File: src/rtl/arith_pkg.sv
// Shared arithmetic package.
// Holds the FSM state encoding used by the bit-serial arithmetic blocks.
package arith_pkg;

    typedef enum logic [1:0] {
        IDLE = 2'd0,
        RUN  = 2'd1,
        DONE = 2'd2
    } state_t;

endpackage

File: src/rtl/full_subtractor_1bit.sv
// 1-bit full subtractor: computes x - y - b_in.
// It is built from two half-subtractors and an OR, the same way the full adder is.
// Ports:
//   x, y   : operand bits (minuend, subtrahend)
//   b_in   : incoming borrow
//   d      : difference bit
//   b_out  : outgoing borrow
module full_subtractor_1bit (
    input  logic x,
    input  logic y,
    input  logic b_in,
    output logic d,
    output logic b_out
);

    logic d1, b1, b2;

    // first half-subtractor: x - y
    assign d1 = x ^ y;
    assign b1 = ~x & y;

    // second half-subtractor: d1 - b_in
    assign d  = d1 ^ b_in;
    assign b2 = ~d1 & b_in;

    assign b_out = b1 | b2;

endmodule

File: src/rtl/serial_subtractor.sv
// Bit-serial subtractor: diff = a - b, one bit per clock, LSB first.
// A start/done handshake accepts operands in IDLE or in the DONE cycle, so
// operations can run back-to-back at one result per WIDTH+1 cycles.
// Ports:
//   clk, rst_n   : clock, async active-low reset
//   start        : request; sampled only in IDLE or DONE
//   a, b         : minuend / subtrahend, captured on the accepting edge
//   busy         : high while bits are being processed
//   done         : one-cycle pulse when results update
//   diff         : a - b mod 2^WIDTH, held until the next completion
//   borrow_out   : 1 iff a < b (unsigned)
//   overflow     : signed overflow of a - b
module serial_subtractor
    import arith_pkg::*;
#(
    parameter int WIDTH = 8
) (
    input  logic             clk,
    input  logic             rst_n,
    input  logic             start,
    input  logic [WIDTH-1:0] a,
    input  logic [WIDTH-1:0] b,
    output logic             busy,
    output logic             done,
    output logic [WIDTH-1:0] diff,
    output logic             borrow_out,
    output logic             overflow
);

    localparam int CW = $clog2(WIDTH);
    localparam logic [CW-1:0] LAST = CW'(WIDTH - 1);

    state_t           state;
    logic [WIDTH-1:0] sa, sb, sr;
    logic [CW-1:0]    cnt;
    logic             bflop;
    logic             sign_a, sign_b;

    logic             d, bout;
    logic [WIDTH-1:0] sr_nxt;
    logic             accept;

    full_subtractor_1bit u_fs (
        .x     (sa[0]),
        .y     (sb[0]),
        .b_in  (bflop),
        .d     (d),
        .b_out (bout)
    );

    // the new bit enters at the top, so after WIDTH shifts bit 0 is the LSB
    assign sr_nxt = {d, sr[WIDTH-1:1]};
    assign accept = start && (state == IDLE || state == DONE);

    // busy/done decode straight from the state flop, so start has no path to them
    assign busy = (state == RUN);
    assign done = (state == DONE);

    always_ff @(posedge clk or negedge rst_n) begin
        if (!rst_n) begin
            state      <= IDLE;
            sa         <= '0;
            sb         <= '0;
            sr         <= '0;
            cnt        <= '0;
            bflop      <= 1'b0;
            sign_a     <= 1'b0;
            sign_b     <= 1'b0;
            diff       <= '0;
            borrow_out <= 1'b0;
            overflow   <= 1'b0;
        end else if (accept) begin
            sa     <= a;
            sb     <= b;
            sr     <= '0;
            cnt    <= '0;
            bflop  <= 1'b0;
            sign_a <= a[WIDTH-1];
            sign_b <= b[WIDTH-1];
            state  <= RUN;
        end else begin
            case (state)
                RUN: begin
                    sa    <= sa >> 1;
                    sb    <= sb >> 1;
                    sr    <= sr_nxt;
                    bflop <= bout;
                    cnt   <= cnt + 1'b1;
                    if (cnt == LAST) begin
                        diff       <= sr_nxt;
                        borrow_out <= bout;
                        // on the last bit, d is the result MSB
                        overflow   <= (sign_a != sign_b) && (d != sign_a);
                        state      <= DONE;
                    end
                end
                DONE:    state <= IDLE;
                default: state <= IDLE;
            endcase
        end
    end

endmodule
File: config.mk
export PLATFORM = sky130hd
export DESIGN_NAME = serial_subtractor
export DESIGN_NICKNAME = d
export VERILOG_FILES = /design/src/rtl/arith_pkg.sv /design/src/rtl/full_subtractor_1bit.sv /design/src/rtl/serial_subtractor.sv
export SDC_FILE = /design/constraint.sdc
export NUM_CORES = 1
export LEC_CHECK = 0
export ABC_CLOCK_PERIOD_IN_PS = 2500
export CORE_MARGIN = 4
export CORE_UTILIZATION = 55
export DETAILED_ROUTE_END_ITERATION = 6
export PLACE_DENSITY_LB_ADDON = 0.12
export SYNTH_ARGS = -nofsm -noshare
export SYNTH_HDL_FRONTEND = slang
export SYNTH_SLANG_ARGS = --single-unit
File: constraint.sdc
create_clock -name clk -period 2.5 [get_ports clk]
set_clock_uncertainty 0.1 [all_clocks]
set_input_delay 0.25 -clock clk [delete_from_list [all_inputs] [get_ports clk]]
set_output_delay 0.25 -clock clk [all_outputs]
set_load 0.1 [all_outputs]
-- Word-level counts from Yosys, hierarchy flattened
Index checks and enable logic that the tools add are counted.
- output and inout bits: 12
- input port bits: 19
- register bits: 42
- word-level logic and storage cells: 45
- multiplexer cells: 13
- reductions and logical operators: 6
- bitwise operators: 8
- equality and inequality tests: 6
- add/subtract/negate cells: 1
- operators with widths (operator ; count):
    two-way mux 8 bit ; 6
    two-way mux 2 bit ; 3
    two-way mux 3 bit ; 2
    adder 3 x 1 -> 3 bit (second input constant) ; 1
    equality test 3 bit (second input constant) ; 1
    inequality test 3 x 1 -> 1 bit (second input constant) ; 1
    inverter 1 bit ; 3
    AND reduction 3 bit ; 1
    AND 1 bit ; 2
    equality test 2 x 1 -> 1 bit (second input constant) ; 1
    equality test 2 bit (second input constant) ; 1
    logical AND 1 bit ; 2
    zero test 2 bit ; 1
    two-way mux 1 bit ; 2
    inequality test 1 bit ; 2
    nonzero test 2 bit ; 1
    bitwise XOR 1 bit ; 2
    logical OR 1 bit ; 1
    OR 1 bit ; 1

-- Logic depth before layout (Yosys ltp)
Gate-level depths: netlist of run 1.
- word-level depth: 6
- mapped depth: 6
- depth with buffers taken out: 5

-- By module
Synthesis of run 1 repeated with hierarchy kept, for this count alone.
- cell total of the unflattened synthesis: 133
- area total of the unflattened synthesis: 1740.4 sq um
- by module, submodules not included (module ; cells each ; sequential area each (sq um) ; instances ; area each (sq um)):
    serial_subtractor ; 129 ; 1026.0 ; 1 ; 1709.1
    full_subtractor_1bit ; 4 ; 0.0 ; 1 ; 31.3

-- Worst setup path after synthesis of run 1
OpenSTA, ideal clock, no wires.
- path type: reg-to-output
- from: register state[0]
- to: output port done
- buffers on the path: 0
- path slack: 0.410 ns
- required time: 2.150 ns
- arrival time: 1.740 ns
- cell stages (with the launch flop): 2
- cells stage by stage: dfrtp_1 nor2b_1
- longest elaborated chain between the ends: 1
- RTL lines (item ; line ; source):
    start: declaration ; serial_subtractor.sv:33 ; state_t state;
    start signal: assignment ; serial_subtractor.sv:61 ; state <= IDLE;
    start signal: assignment ; serial_subtractor.sv:80 ; state <= RUN;
    start signal: assignment ; serial_subtractor.sv:94 ; state <= DONE;
    equality test 2 bit ; serial_subtractor.sv:57 ; assign done = (state == DONE);
    end: declaration ; serial_subtractor.sv:24 ; output logic done,
Every way passes these cells.

-- Worst setup path in the final report of run 1
- from: register cnt[0]
- to: register diff[6]
- longest elaborated chain between the ends: 2
- RTL lines (item ; line ; source):
    start: declaration ; serial_subtractor.sv:35 ; logic [CW-1:0] cnt;
    start signal: assignment ; serial_subtractor.sv:88 ; cnt <= cnt + 1'b1;
    equality test 3 bit ; serial_subtractor.sv:89 ; if (cnt == LAST) begin
    AND reduction 3 bit (no source line) ; -- ;
    end signal: assignment ; serial_subtractor.sv:90 ; diff <= sr_nxt;
    end: declaration ; serial_subtractor.sv:25 ; output logic [WIDTH-1:0] diff,
Every way passes these cells.
A chain may end at the register's enable or synchronous reset.

==> results of run 1 <==
==> metal layers <==
| metal | wire length [um] | vias to the layer above |
|---|---|---|
| li1 | - | 573 |
| met3 | 172 | 2 |
| met5 | 0 | - |
| met4 | 21 | 0 |
| met1 | 1490 | 593 |
| met2 | 1580 | 32 |
==> how the worst max path moves through the flow <==
stage / slack [ns] / depth (start not counted) / startpoint / endpoint
2_1_floorplan: 0.41 / 1 / state[0] / done
3_3_place_gp: 0.64 / 4 / cnt[0] / diff[6]
3_5_place_dp: 0.66 / 4 / cnt[0] / diff[6]
4_1_cts: 0.60 / 4 / cnt[0] / diff[6]
5_1_grt: 0.52 / 4 / cnt[0] / diff[0]
6_report: 0.63 / 4 / cnt[0] / diff[6]
==> layout make-up <==
cell class,instances,share of cell area (%)
clock buffers,5,1.83
clock inverters,2,1.71
inverters,4,0.977
multi-input cells,94,28.8
flip-flops and latches,41,50.1
well taps,31,1.89
repair buffers,33,14.8
==> flip-flops by register name, indices dropped and copies added (netlist names) <==
register    flops
bflop           1
borrow_out      1
cnt             3
diff            8
overflow        1
sa              8
sb              8
sign_a          1
sign_b          1
sr              7
state           2
==> critical path, stage by stage, from the launching register on <==
cell      delay (ns)
dfrtp_1         0.41
ha_1            0.20
ha_1            0.20
nand3b_1        0.44
mux2_2          0.40
==> Yosys cell counts <==
| master | count |
|---|---|
| nor2_2 | 1 |
| dfrtp_1 | 41 |
| buf_4 | 2 |
| buf_2 | 6 |
| a31oi_1 | 8 |
| o2bb2ai_1 | 1 |
| buf_6 | 2 |
| nor3b_1 | 1 |
| a221o_1 | 1 |
| a22o_1 | 11 |
| nand2_1 | 29 |
| nor2_1 | 8 |
| a22oi_1 | 5 |
| mux2_2 | 8 |
| nand3b_1 | 1 |
| a21oi_1 | 1 |
| o21ai_0 | 4 |
| inv_6 | 1 |
| nand3_1 | 6 |
| nand2b_1 | 2 |
| nor3_1 | 1 |
| fa_1 | 1 |
| nor2b_1 | 3 |
| inv_1 | 3 |
| ha_1 | 2 |
==> through the flow <==
step                util (%)  hold WS [ns]  std cells  setup WS [ns]
global route            71.8         0.382        210          0.520
global placement        68.9         0.312        202          0.645
detailed placement      68.9         0.315        202          0.655
CTS                     71.8         0.374        210          0.600
finish                  71.8         0.379        210          0.629
floorplan                  -        -0.146        149          0.410
==> logic make-up after synthesis <==
kind of cell    after synthesis
fa+ha+maj                     3
buf+inv                      14
flops                        41
mux                           8
compound gates               31
simple gates                 52
==> impl_metrics.env, run 1 <==
export IMPL_status="complete, no violations"
export IMPL_synth_cell_types=25
export IMPL_cts_resized_gates=0
export IMPL_grtUsageMet2_pct=29.2
export IMPL_synth_seq_area_share_pct=60.2
export IMPL_cts_sinks=41
export IMPL_final_nets=201
export IMPL_area_delta_synth_final_pct=20.4
export IMPL_synth_area_leaders="dfrtp_1 60%, nand2_1 6.4%, a22o_1 5.7%"
export IMPL_yosysTopAreaCellShare_pct=60.2
export IMPL_cts_setup_buffers=0
export IMPL_synth_cells=149
export IMPL_worst_endpoint_required_ns=2.62
export IMPL_clkLatencyLatePin_ns=0.34
export IMPL_nFillCells=217
export IMPL_maxSlewViolCount=0
export IMPL_antenna_found_initial=0
export IMPL_numCtsBuffers=5
export IMPL_grt_pass1_vias=1297
export IMPL_post_route_period_util_pct=74.8
export IMPL_layout_common_cells="41 x dfrtp_1, 29 x nand2_1, 17 x clkdlybuf4s50_1, 13 x buf_4, 11 x a22o_1"
export IMPL_fp_dieW_um=63.6
export IMPL_reg2reg_depth=4
export IMPL_seqCellArea_um2=1030
export IMPL_critPathLaunchType="register"
export IMPL_muxShareOfSynthArea_pct=5.29
export IMPL_synth_area_per_cell_um2=11.4
export IMPL_synth_top_family_by_area="compound AO/OA/AOI/OAI gates"
export IMPL_cap_violations=0
export IMPL_htreeDepth=2
export IMPL_routed_wl_mm=3.26
export IMPL_first_pass_iters=4
export IMPL_synth_nets=171
export IMPL_final_setup_viol_count=0
export IMPL_fin_crit_ns=1.87
export IMPL_grt_max_degree=42
export IMPL_postPlaceCellArea_um2=1970
export IMPL_worstPathArrival_ns=1.99
export IMPL_rsz0062_at_grt="no"
export IMPL_dpl_hpwl_mm=2.20
export IMPL_r2r_end="diff[6]"
export IMPL_busiest_layer="met2"
export IMPL_synth_compound_area_share_pct=13.4
export IMPL_tightest_slew_ns=0.877
export IMPL_synth_xor_area_share_pct=0
export IMPL_port_buffers=30
export IMPL_initialDrtViolationCount=83
export IMPL_drc=0
export IMPL_cp_end_kind="register"
export IMPL_relSlewSlack_pct=41.6
export IMPL_place_congestion=0.709
export IMPL_multi_input_area_um2=589
export IMPL_grtUsageMet3_pct=4.80
export IMPL_core_area_um2=2850
export IMPL_io_pins=31
export IMPL_setup_tns_final_ns=0
export IMPL_initial_core_util_pct=59.7
export IMPL_die_area_um2=4050
export IMPL_synthesis_area_um2=1700
export IMPL_cts_hold_buffers=1
export IMPL_yosys_warnings=0
export IMPL_met1_usage_pct=23.4
export IMPL_max_freq_mhz=534
export IMPL_cts_tree="yes"
export IMPL_wl_per_cell_um=15.5
export IMPL_hold_depth=3
export IMPL_hold_class="in2reg"
export IMPL_yosysTopAreaCell="dfrtp_1"
export IMPL_grt_usage_pct=18.1
export IMPL_path_max_fanout=13
export IMPL_drive_gt1_share_pct=17.9
export IMPL_via_per_inst=5.71
export IMPL_r2r_slack_ns=0.63
export IMPL_diodes=0
export IMPL_ys_ff_latch=41
export IMPL_clk_pin_slew_ns=0.12
export IMPL_via_count=1200
export IMPL_cts_buffer_depth=2
export IMPL_worstSetupPathType="reg2reg"
export IMPL_grt_remaining_overflow=0
export IMPL_drtAntennaViolNets=0
export IMPL_r2r_start="cnt[0]"
export IMPL_hold_path_startpoint="a[2]"
export IMPL_grt_pass1_wl_mm=5.80
export IMPL_root_buffer="clkbuf_4"
export IMPL_hold_viol=0
export IMPL_synth_simple_area_share_pct=13.3
export IMPL_num_rows=19
export IMPL_yosys_area_share_adder_pct=2.65
export IMPL_hold_end="sa[2]"
export IMPL_layout_commonest_cell="dfrtp_1"
export IMPL_die_h_um=63.6
export IMPL_fin_area_um2=2050
Power of run 1 is not shown: default switching activity piles up to over one toggle a cycle in this logic, so the estimate is an artifact.
==> inputs of run 2 (changes only) <==
- ABC_CLOCK_PERIOD_IN_PS: 2500 -> 1800
- CORE_UTILIZATION: 55 -> 51
- clock period: 2.5 -> 1.8 ns (I/O delays scaled with it)
==> impl_metrics.env, run 2 (synthesized netlist as in run 1, its figures left out) <==
export IMPL_cp_end_kind="primary output"
export IMPL_maxSlewViolCount=0
export IMPL_worst_endpoint_required_ns=1.52
export IMPL_place_congestion=0.732
export IMPL_grt_pass1_wl_mm=5.81
export IMPL_io_pins=31
export IMPL_drc=0
export IMPL_status="complete, no violations"
export IMPL_fin_util_pct=68.0
export IMPL_numCtsBuffers=5
export IMPL_area_delta_synth_final_pct=24.9
export IMPL_wl_per_cell_um=14.4
export IMPL_tightest_slew_ns=0.523
export IMPL_cts_setup_buffers=0
export IMPL_layout_commonest_cell="dfrtp_1"
export IMPL_die_h_um=65.8
export IMPL_root_buffer="clkbuf_4"
export IMPL_via_per_inst=5.30
export IMPL_worstSetupPathType="reg2out"
export IMPL_dpl_hpwl_mm=2.24
export IMPL_initialDrtViolationCount=89
export IMPL_reg_top3="diff: 8 flops, sa: 8 flops, sb: 8 flops"
export IMPL_cts_tree="yes"
export IMPL_final_setup_viol_count=0
export IMPL_grt_remaining_overflow=0
export IMPL_hold_class="in2reg"
export IMPL_worstPathArrival_ns=1.39
export IMPL_cts_buffer_depth=2
export IMPL_post_route_period_util_pct=92.6
export IMPL_num_rows=20
export IMPL_hold_viol=0
export IMPL_drive_gt1_share_pct=20.1
export IMPL_max_freq_mhz=600
export IMPL_fp_dieW_um=65.8
export IMPL_routed_wl_mm=3.29
export IMPL_clkLatencyLatePin_ns=0.34
export IMPL_cap_violations=0
export IMPL_relSlewSlack_pct=65.1
export IMPL_grt_usage_pct=17.8
export IMPL_rsz0062_at_grt="no"
export IMPL_core_area_um2=3130
export IMPL_setup_tns_final_ns=0
export IMPL_antenna_found_initial=0
export IMPL_grt_max_degree=42
export IMPL_layout_common_cells="41 x dfrtp_1, 29 x nand2_1, 17 x clkdlybuf4s50_1, 13 x buf_4, 11 x a22o_1"
export IMPL_critPathLaunchType="register"
export IMPL_die_area_um2=4330
export IMPL_htreeDepth=2
export IMPL_path_max_fanout=26
export IMPL_port_buffers=30
export IMPL_drtAntennaViolNets=0
export IMPL_final_nets=205
export IMPL_first_pass_iters=5
export IMPL_via_count=1208
export IMPL_diodes=0
export IMPL_initial_core_util_pct=54.4
export IMPL_grt_pass1_vias=1202
export IMPL_cts_sinks=41
export IMPL_fin_crit_ns=1.67
export IMPL_clk_pin_slew_ns=0.12
## run 2: changes by cell type in the layout (fill, tap and decap cells not counted), sizes merged
| cell | previous run | this run |
|---|---|---|
| buf | 15 | 19 |
| bufinv | 1 | 0 |
| clkbuf | 5 | 6 |
| clkinv | 1 | 2 |
## run 2: through the flow
stage | cells | hold slack [ns] | worst slack, ns | area [um2]
2_1_floorplan | 149 | -0.216 | 0.147 | 1710
3_3_place_gp | 220 | 0.159 | 0.222 | 2070
3_5_place_dp | 220 | 0.169 | 0.175 | 2070
4_1_cts | 228 | 0.291 | 0.120 | 2130
5_1_grt | 228 | 0.282 | 0.00972 | 2130
6_report | 228 | 0.301 | 0.134 | 2130
## run 2: layout make-up
cell class,instances,area [um2]
timing repair buffer,37,383
tap,44,55.1
fill,255,1000
sequential,41,1030
inverter,4,20.0
clock buffer,6,41.3
multi-input combinational,94,592
clock inverter,2,10.0
## run 2: what timing repair did
action                     CTS  global route
hold buffers                 1             0
gates resized for setup      0             0
setup endpoints to repair    1             0
hold endpoints to repair    41             0
## run 2: critical path, cell delays in order, from the launching register on
cell and delay [ns]:
dfrtp_1 0.41, nand2b_1 0.22, inv_6 0.21, buf_12 0.21
## run 2: metal layers
layer / vias to the layer above / routed length (um) / part of all wire, % / track usage (%)
li1: 586 / - / - / -
met1: 585 / 1560 / 47 / 25.7
met2: 35 / 1490 / 45 / 25.7
met3: 2 / 230 / 7.0 / 6.63
met4: 0 / 14 / 0.43 / 3.89
met5: - / 0 / 0 / 0
## run 2: worst paths after layout
kind / from / to / slack [ns] / cells past startpoint
min in group asynchronous: rst_n / diff[5] / 0.31 / 3
worst min-delay path: b[4] / sb[4] / 0.30 / 3
max in group asynchronous: rst_n / sa[6] / 0.93 / 3
worst max register to register: cnt[0] / diff[0] / 0.16 / 5
worst max-delay path: state[1] / busy / 0.13 / 3
worst min register to register: borrow_out / borrow_out / 0.40 / 2
Power of run 2 is left out for the same reason.
